## src/rtl/pulse_gen_if.sv

```systemverilog
`default_nettype none
// ============================================================================
// Module   : pulse_gen_if
// Brief    : Control/status bundle for pulse_gen (optional abort with
//            PULSE_GEN_ABORT_EN).
// Revision : 1.0
// ============================================================================
interface pulse_gen_if #(
    parameter int CNT_W = 16
);
    logic             start;
    logic [CNT_W-1:0] act_cycles;
    logic [CNT_W-1:0] gap_cycles;
    logic [7:0]       pulse_num;
    logic             sig_out;
    logic             busy;
    logic             done;
`ifdef PULSE_GEN_ABORT_EN
    logic             abort;

    modport slave  (input  start, act_cycles, gap_cycles, pulse_num, abort,
                    output sig_out, busy, done);
    modport master (output start, act_cycles, gap_cycles, pulse_num, abort,
                    input  sig_out, busy, done);
`else
    modport slave  (input  start, act_cycles, gap_cycles, pulse_num,
                    output sig_out, busy, done);
    modport master (output start, act_cycles, gap_cycles, pulse_num,
                    input  sig_out, busy, done);
`endif
endinterface
`default_nettype wire

```

## src/rtl/pulse_gen.sv

```systemverilog
`default_nettype none
// ============================================================================
// Module   : pulse_gen
// Brief    : Programmable pulse-train generator (ACT/GAP phases, N pulses).
//            Optional abort input enabled by macro PULSE_GEN_ABORT_EN.
// Revision : 1.0
// ============================================================================
module pulse_gen #(
    parameter int   CNT_W      = 16,
    parameter logic IDLE_LEVEL = 1'b1
) (
    input  wire logic  clk,
    input  wire logic  rst,
    pulse_gen_if.slave pg
);
    typedef enum logic [1:0] {
        S_IDLE = 2'd0,
        S_ACT  = 2'd1,
        S_GAP  = 2'd2,
        S_DONE = 2'd3
    } state_t;

    localparam logic [CNT_W-1:0] c_zero = '0;
    localparam logic [CNT_W-1:0] c_one  = {{(CNT_W-1){1'b0}}, 1'b1};

    state_t           state_q, state_d;
    logic [CNT_W-1:0] act_q, act_d;
    logic [CNT_W-1:0] gap_q, gap_d;
    logic [CNT_W-1:0] cnt_q, cnt_d;
    logic [7:0]       num_q, num_d;
    logic [7:0]       sent_q, sent_d;
    logic             sig_q, sig_d;
    logic             busy_q, busy_d;
    logic             done_q, done_d;
    logic             abort_hit;

`ifdef PULSE_GEN_ABORT_EN
    assign abort_hit = pg.abort;
`else
    assign abort_hit = 1'b0;
`endif

    always_ff @(posedge clk or posedge rst) begin
        if (rst) begin
            state_q <= S_IDLE;
            act_q   <= '0;
            gap_q   <= '0;
            cnt_q   <= '0;
            num_q   <= '0;
            sent_q  <= '0;
            sig_q   <= IDLE_LEVEL;
            busy_q  <= 1'b0;
            done_q  <= 1'b0;
        end else begin
            state_q <= state_d;
            act_q   <= act_d;
            gap_q   <= gap_d;
            cnt_q   <= cnt_d;
            num_q   <= num_d;
            sent_q  <= sent_d;
            sig_q   <= sig_d;
            busy_q  <= busy_d;
            done_q  <= done_d;
        end
    end

    // Lengths are latched already clamped to >=1, so "len-1" never underflows
    // and the up-counter stops one short of the all-ones value at most.
    always_comb begin
        state_d = state_q;
        act_d   = act_q;
        gap_d   = gap_q;
        cnt_d   = cnt_q;
        num_d   = num_q;
        sent_d  = sent_q;
        unique case (state_q)
            S_IDLE: begin
                if (pg.start) begin
                    act_d   = (pg.act_cycles == c_zero) ? c_one : pg.act_cycles;
                    gap_d   = (pg.gap_cycles == c_zero) ? c_one : pg.gap_cycles;
                    num_d   = pg.pulse_num;
                    cnt_d   = '0;
                    sent_d  = '0;
                    state_d = (pg.pulse_num == 8'd0) ? S_DONE : S_ACT;
                end
            end
            S_ACT: begin
                if (abort_hit) begin
                    state_d = S_DONE;
                end else if (cnt_q == act_q - c_one) begin
                    cnt_d   = '0;
                    state_d = S_GAP;
                end else begin
                    cnt_d = cnt_q + c_one;
                end
            end
            S_GAP: begin
                if (abort_hit) begin
                    state_d = S_DONE;
                end else if (cnt_q == gap_q - c_one) begin
                    cnt_d  = '0;
                    sent_d = sent_q + 8'd1;
                    state_d = (({1'b0, sent_q} + 9'd1) < {1'b0, num_q}) ? S_ACT : S_DONE;
                end else begin
                    cnt_d = cnt_q + c_one;
                end
            end
            S_DONE: begin
                state_d = S_IDLE;
            end
            default: begin
                state_d = S_IDLE;
            end
        endcase

        // Outputs are a function of the next state so they leave registers.
        sig_d  = (state_d == S_ACT) ? ~IDLE_LEVEL : IDLE_LEVEL;
        busy_d = (state_d == S_ACT) || (state_d == S_GAP);
        done_d = (state_d == S_DONE);
    end

    assign pg.sig_out = sig_q;
    assign pg.busy    = busy_q;
    assign pg.done    = done_q;

endmodule
`default_nettype wire

```

## src/flat_wrapper.sv

```systemverilog
// flat-port wrapper written by rule: the top's interface ports become plain ports
module pulse_gen_flat 
#(
    parameter int   CNT_W      = 16,
    parameter logic IDLE_LEVEL = 1'b1
)
  (clk, rst, pg_start, pg_act_cycles, pg_gap_cycles, pg_pulse_num, pg_sig_out, pg_busy, pg_done);
  pulse_gen_if #(.CNT_W(CNT_W)) pg_i ();
  input  wire logic clk;
  input  wire logic rst;
  input wire logic [$bits(pg_i.start)-1:0] pg_start;
  input wire logic [$bits(pg_i.act_cycles)-1:0] pg_act_cycles;
  input wire logic [$bits(pg_i.gap_cycles)-1:0] pg_gap_cycles;
  input wire logic [$bits(pg_i.pulse_num)-1:0] pg_pulse_num;
  output wire logic [$bits(pg_i.sig_out)-1:0] pg_sig_out;
  output wire logic [$bits(pg_i.busy)-1:0] pg_busy;
  output wire logic [$bits(pg_i.done)-1:0] pg_done;
  assign pg_i.start = pg_start;
  assign pg_i.act_cycles = pg_act_cycles;
  assign pg_i.gap_cycles = pg_gap_cycles;
  assign pg_i.pulse_num = pg_pulse_num;
  assign pg_sig_out = pg_i.sig_out;
  assign pg_busy = pg_i.busy;
  assign pg_done = pg_i.done;
  pulse_gen #(.CNT_W(CNT_W), .IDLE_LEVEL(IDLE_LEVEL)) u_core (.clk(clk), .rst(rst), .pg(pg_i));
endmodule
```

## config.mk

```make
export PLATFORM = sky130hd
export DESIGN_NAME = pulse_gen_flat
export DESIGN_NICKNAME = d
export VERILOG_FILES = /design/src/rtl/pulse_gen_if.sv /design/src/rtl/pulse_gen.sv /design/src/flat_wrapper.sv
export SDC_FILE = /design/constraint.sdc
export NUM_CORES = 1
export LEC_CHECK = 0
export BUFFER_PORTS_ARGS = -buffer_cell sky130_fd_sc_hd__buf_2
export CORE_MARGIN = 3
export CORE_UTILIZATION = 45
export CTS_BUF_LIST = sky130_fd_sc_hd__clkbuf_2
export CTS_CLUSTER_DIAMETER = 30
export DETAILED_ROUTE_END_ITERATION = 8
export HOLD_SLACK_MARGIN = 0.08
export PLACE_DENSITY_LB_ADDON = 0.1
export SLEW_MARGIN = 40
export SYNTH_ARGS = -nofsm -noshare
export SYNTH_HDL_FRONTEND = slang
export SYNTH_SLANG_ARGS = --single-unit
```

## constraint.sdc

```tcl
create_clock -name clk -period 2.9 [get_ports clk]
set_clock_uncertainty 0.1 [all_clocks]
set_input_delay 0.435 -clock clk [delete_from_list [all_inputs] [get_ports clk]]
set_output_delay 0.435 -clock clk [all_outputs]
set_load 0.03 [all_outputs]
```

==> impl_metrics.json, run 1 <==
{
  "worst-r2r-setup-slack_ns": 0.01,
  "post-place-ws_ns": -0.07653,
  "tightest_slew_ns": 0.5996,
  "hpwl_mm": 8.715,
  "yosysTopAreaCell": "dfrtp_1",
  "critPathTopFamily": "compound AO/OA/AOI/OAI gates",
  "relSlewSlack": 0.5997,
  "ys_warn_count": 0,
  "num-fill-cells": 870,
  "antenna_found_initial": 0,
  "cp-end-kind": "flop",
  "ios": 46,
  "gp_congestion": 0.7997,
  "dpl_cell_area_sq_mm": 0.005246,
  "drive_above_1_share": 0.3444,
  "max-cap-violations": 0,
  "hold_class": "in -> async",
  "syn-cell-area_sq_mm": 0.004557,
  "grt_max_degree": 46,
  "postRouteAntennaNets": 0,
  "cts_max_path_buffers": 2,
  "yosysSeqAreaShare": 0.3792,
  "via_per_inst": 5.319,
  "synth_edf_count": 0,
  "synthCells": 465,
  "clock.fmax_mhz": 346.5,
  "die_w_microns": 106.6,
  "hold_viol": 0,
  "fp.dieH_microns": 106.6,
  "setup_ws_ns": 0.01387,
  "first_iter_violations": 147,
  "grt_pass1_wl_mm": 19.27,
  "synth_flop_cell": "dfrtp_1",
  "worstPathMaxFanout": 6,
  "final_nets": 656,
  "yosys-top-cells-count": "68 x dfrtp_1, 42 x mux2_2, 30 x nand2_1, 30 x xnor2_1, 28 x inv_1",
  "start_kind": "flop",
  "drt_pass1_iterations": 4,
  "insertion_delay_ns": 0.51,
  "cts.sinks": 69,
  "ys_async_sr_fraction": 1.000,
  "worst_ep_arrival_time_ns": 3.21,
  "wl_per_cell_microns": 15.85,
  "clk_pin_slew_ns": 0.22,
  "holdWs_ns": 0.3999,
  "die-area_sq_mm": 0.01137,
  "wirelength_mm": 11.69,
  "coreArea_sq_mm": 0.009819,
  "syn_to_final_growth_pct": 32.04,
  "fin_area_sq_mm": 0.006017,
  "synth.net_count": 522,
  "max-vdd-ir-drop_uv": 187.7,
  "clockRootBuffer": "clkbuf_2",
  "synth_most_common_cell": "dfrtp_1",
  "cellLeakagePower_nw": 2.843,
  "rsz0062_at_grt": "true",
  "synth.distinct_cells": 66,
  "critPathMaxStageDelay_ns": 0.47,
  "worstPathCellList": "nor4_4 > nand4_1 > mux2_2 > a21oi_1 > a311oi_1 > buf_4 > o2111ai_4 > buf_4 > a32oi_4 > buf_6 > nor3_1 > a21o_1",
  "setup_viol": 0,
  "status": "finished clean",
  "cts_inserted_buffers": 9,
  "period_share": 0.9952,
  "rows": 36,
  "vias": 3920,
  "slew_viol_final": 0,
  "synth.top_cell.area_share": 0.3734,
  "avgSynthCellArea_sq_um": 9.800,
  "worstPathRequired_ns": 3.23,
  "synth_area_leaders": "dfrtp_1 37%, mux2_2 10%, xnor2_1 5.8%",
  "power_density_mw_per_mm2": 301.3,
  "critPathKind": "reg -> reg",
  "track_usage": 0.2135,
  "synth-seq-cells": 69,
  "min_period_ns": 2.886,
  "start_util": 0.4641,
  "n_antenna_cell": 0,
  "crit_buf_inv": 3,
  "gr-total-overflow": 0,
  "grt_pass1_vias": 3927,
  "cts_tree": "yes",
  "drc": 0,
  "port_buffers": 45,
  "crit_slowest_cell": "dfrtp_1",
  "cp_common_cell": "buf_4",
  "htreeDepth": 3
}
-- cell type report --
type                       instances  area, sq um  area share
multi-input combinational        349         2775      0.4612
sequential                        69         1728      0.2872
timing repair buffer             142         1084      0.1801
tap                              133        166.4     0.02766
clock inverter                     7        113.9     0.01892
inverter                          28        105.1     0.01747
clock buffer                       9        45.04    0.007486
-- worst register-to-register path, cell delays in order, from the launching register on --
cell	delay [ns]
dfrtp_1	0.47
nor4_4	0.30
nand4_1	0.19
mux2_2	0.26
a21oi_1	0.11
a311oi_1	0.29
buf_4	0.18
o2111ai_4	0.13
buf_4	0.18
a32oi_4	0.24
buf_6	0.16
nor3_1	0.04
a21o_1	0.16
-- cells by family after synthesis --
logic type | share of synthesized area
adders and majority gates | 0.03844
muxes | 0.1238
xor gates and xnor gates | 0.1019
and+or+nand+nor | 0.2046
DFF | 0.3792
AOI/OAI and AO/OA | 0.1068
buffers and inverters | 0.04531
-- cell usage in the layout, fill, tap and decap left out, drive strengths merged, types with 6 or more instances in the layout --
cell,count
dfrtp,68
nor3,9
nand3,17
xor2,23
ha,14
xnor2,30
dlygate4sd3,41
nand2b,9
nor2,36
nand4,7
clkbuf,9
a21o,6
or3,6
mux2i,8
nand2,30
and2,7
inv,28
nor4,15
mux2,43
buf,101
a21oi,21
o21ai,11
-- power by group --
| group | internal (mW) | switching [mW] |
|---|---|---|
| Clock | 0.366 | 0.379 |
| Combinational | 0.0600 | 0.0439 |
| Sequential | 0.964 | 0 |
| Total | 1.39 | 0.423 |
-- sequential cells by signal (all words and copies together), names as in the netlist --
register / flops
u_core.state_q: 2
u_core.sent_q: 8
u_core.pg.sig_out: 1
u_core.act_q: 16
u_core.num_q: 8
u_core.pg.busy: 1
u_core.pg.done: 1
u_core.gap_q: 16
u_core.cnt_q: 16
-- through the flow --
step	TNS, ns	cells	total power [mW]	utilization
final	0	737	1.813	0.6128
after detailed placement	-0.9065	673	1.044	0.5343
after CTS	0	735	1.827	0.5998
after global routing	-1.854	737	1.872	0.6128
after global placement	0	673	1.043	0.5343
after floorplan	0	465	0.9975	-
-- layer usage --
layer / GRT usage / vias to the layer above / share of wire
met1: 0.2911 / 1917 / 0.47
met2: 0.3512 / 65 / 0.48
met3: 0.03612 / 15 / 0.037
li1: - / 1923 / -
met4: 0.06027 / 0 / 0.014
met5: 0 / - / 0
-- worst paths after layout --
check	endpoint	cells past startpoint	start
max	u_core.cnt_q[0]	12	u_core.gap_q[6]
min	u_core.sent_q[3]	3	rst
min in group clk	u_core.num_q[0]	1	u_core.num_q[0]
max in group asynchronous	u_core.pg.sig_out	4	rst
min reg2reg	u_core.num_q[0]	1	u_core.num_q[0]
max reg2reg	u_core.cnt_q[0]	12	u_core.gap_q[6]
-- what timing repair did --
item	CTS	global route
setup buffers	4	3
endpoints found under the setup margin	18	25
pin swaps	7	21
cloned	1	0
resized for setup	9	23
hold buffers	41	0
endpoints found under the hold margin	66	0
Note: power is estimated with default switching activity, not from simulation.
==> run 2, diff against run 1 <==
CELL_PAD_IN_SITES_DETAIL_PLACEMENT = 0   (was unset)
CELL_PAD_IN_SITES_GLOBAL_PLACEMENT = 1   (was unset)
CORE_UTILIZATION = 43   (was 45)
==> run 2 against run 1 <==
Fmax is 1.7% lower; via count decreased by 2.9%; the run now ends with negative setup slack left; die area is 4.4% higher; combinational power hardly changed; largest cell class unchanged; largest power group unchanged; sequential share of layout area up 0.56 points.
==> impl_metrics.json, run 2 (same netlist as run 1, synthesis figures left out) <==
{
  "multi_input_area_sq_mm": 0.002793,
  "drc": 0,
  "holdWs_ns": 0.4232,
  "place_inst": 665,
  "gr-total-overflow": 0,
  "fin_area_sq_mm": 0.005902,
  "antenna_found_initial": 0,
  "violations": "negative setup slack",
  "rows": 36,
  "start_kind": "flop",
  "grt_max_degree": 46,
  "critPathKind": "reg -> reg",
  "fp.dieH_microns": 108.9,
  "power_density_mw_per_mm2": 264.5,
  "ios": 46,
  "n_antenna_cell": 0,
  "dpl_cell_area_sq_mm": 0.005186,
  "cp-end-kind": "flop",
  "cts_tree": "yes",
  "drive_above_1_share": 0.3456,
  "cellLeakagePower_nw": 2.799,
  "tightest_slew_ns": 0.6970,
  "hold_class": "in -> reg",
  "crit_slowest_cell": "dfrtp_1",
  "setup_ws_ns": -0.03458,
  "status": "finished, violations left",
  "slew_viol_final": 0,
  "gp_congestion": 0.8409,
  "syn_to_final_growth_pct": 29.52,
  "max-vdd-ir-drop_uv": 205.7,
  "track_usage": 0.2049,
  "final_nets": 648,
  "clk_pin_slew_ns": 0.23,
  "port_buffers": 45,
  "cts_inserted_buffers": 9,
  "rsz0062_at_grt": "true",
  "crit_buf_inv": 1,
  "hpwl_mm": 8.073,
  "top_regs": "u_core.act_q (16), u_core.cnt_q (16), u_core.gap_q (16)",
  "fin_cells": 729,
  "worst_ep_arrival_time_ns": 3.23,
  "die_w_microns": 108.9,
  "final-seq-area_sq_mm": 0.001728,
  "cts_max_path_buffers": 2,
  "vias": 3805,
  "max-cap-violations": 0,
  "min_period_ns": 2.935,
  "final_cell_mix": "68 x dfrtp_1, 45 x buf_2, 44 x buf_4",
  "grt_pass1_vias": 3998,
  "first_iter_violations": 94,
  "wirelength_mm": 11.24,
  "num-fill-cells": 869,
  "worstPathMaxFanout": 5,
  "clockRootBuffer": "clkbuf_2",
  "critPathMaxStageDelay_ns": 0.46,
  "post-place-ws_ns": -0.02092,
  "grt_pass1_wl_mm": 19.17,
  "via_per_inst": 5.219,
  "coreArea_sq_mm": 0.01004,
  "wl_per_cell_microns": 15.42,
  "worstPathRequired_ns": 3.19,
  "postRouteAntennaNets": 0,
  "drt_pass1_iterations": 6,
  "final_common_cell": "dfrtp_1",
  "htreeDepth": 3,
  "cts.sinks": 69,
  "die-area_sq_mm": 0.01187,
  "insertion_delay_ns": 0.51,
  "relSlewSlack": 0.5347,
  "start_util": 0.4537,
  "setup_viol": 6,
  "worstPathCellList": "or3_4 > or4_4 > a21oi_2 > o211ai_1 > nor4_2 > nand4_2 > a32oi_4 > buf_6 > nor3_2 > a21o_1",
  "critPathTopFamily": "simple AND/OR/NAND/NOR gates",
  "clock.fmax_mhz": 340.8,
  "period_share": 1.012,
  "hold_viol": 0
}
-- run 2: cell count changes in the layout (fill, tap and decap cells not counted), sizes merged --
| cell | before | now |
|---|---|---|
| bufinv | 3 | 0 |
| clkbuf | 9 | 10 |
| buf | 101 | 93 |
| clkinvlp | 2 | 3 |
| clkinv | 2 | 3 |
-- run 2: layout make-up --
type | instances | area share
clock inverter | 6 | 0.006784
inverter | 28 | 0.01781
multi-input combinational | 349 | 0.4732
timing repair buffer | 134 | 0.1728
clock buffer | 10 | 0.008480
sequential | 69 | 0.2928
tap | 133 | 0.02820
-- run 2: what timing repair did --
item / CTS / global route
pin swaps: 8 / 18
endpoints found under the setup margin: 19 / 27
gates cloned: 1 / 0
hold buffers: 41 / 0
gates resized for setup: 5 / 28
buffers inserted: 3 / 3
hold endpoints to repair: 70 / 0
-- run 2: metrics by stage --
step | TNS, ns | util | total power, mW
2_1_floorplan | 0 | - | 0.9975
3_3_place_gp | 0 | 0.5163 | 1.042
3_5_place_dp | -0.04068 | 0.5163 | 1.044
4_1_cts | -0.006999 | 0.5725 | 1.593
5_1_grt | -2.909 | 0.5876 | 1.645
6_report | -0.07267 | 0.5876 | 1.561
-- run 2: power breakdown --
group          internal, mW  switching [mW]  total, mW  leakage (nW)
logic                0.0609          0.0423      0.103          1.87
clock network         0.113           0.381      0.494        0.0516
registers             0.964               0      0.964         0.878
total                  1.14           0.424       1.56          2.80
-- run 2: routing by layer --
layer	vias up	GRT usage	routed length, microns
met2	62	0.3482	5645
met3	10	0.03434	263
met4	0	0.06673	145
met1	1831	0.2648	5185
met5	-	0	0
li1	1902	-	-
-- run 2: worst min-delay path: cells and delay by family --
| kind | cells | cell delay, ns |
|---|---|---|
| AND/OR/NAND/NOR | 2 | 0.16 |
| AO/OA/AOI/OAI | 2 | 0.32 |
| buffers and inverters | 1 | 0.09 |
-- run 2: final timing paths --
kind	from	endpoint	slack, ns	cells past startpoint
worst max-delay path	u_core.act_q[0]	u_core.cnt_q[0]	-0.03	10
worst min-delay path	pg_start	u_core.cnt_q[1]	0.42	5
worst max register to register	u_core.act_q[0]	u_core.cnt_q[0]	-0.03	10
worst min register to register	u_core.num_q[1]	u_core.num_q[1]	0.43	1
max in group asynchronous	rst	u_core.pg.sig_out	1.55	4
min in group asynchronous	rst	u_core.cnt_q[5]	0.45	3
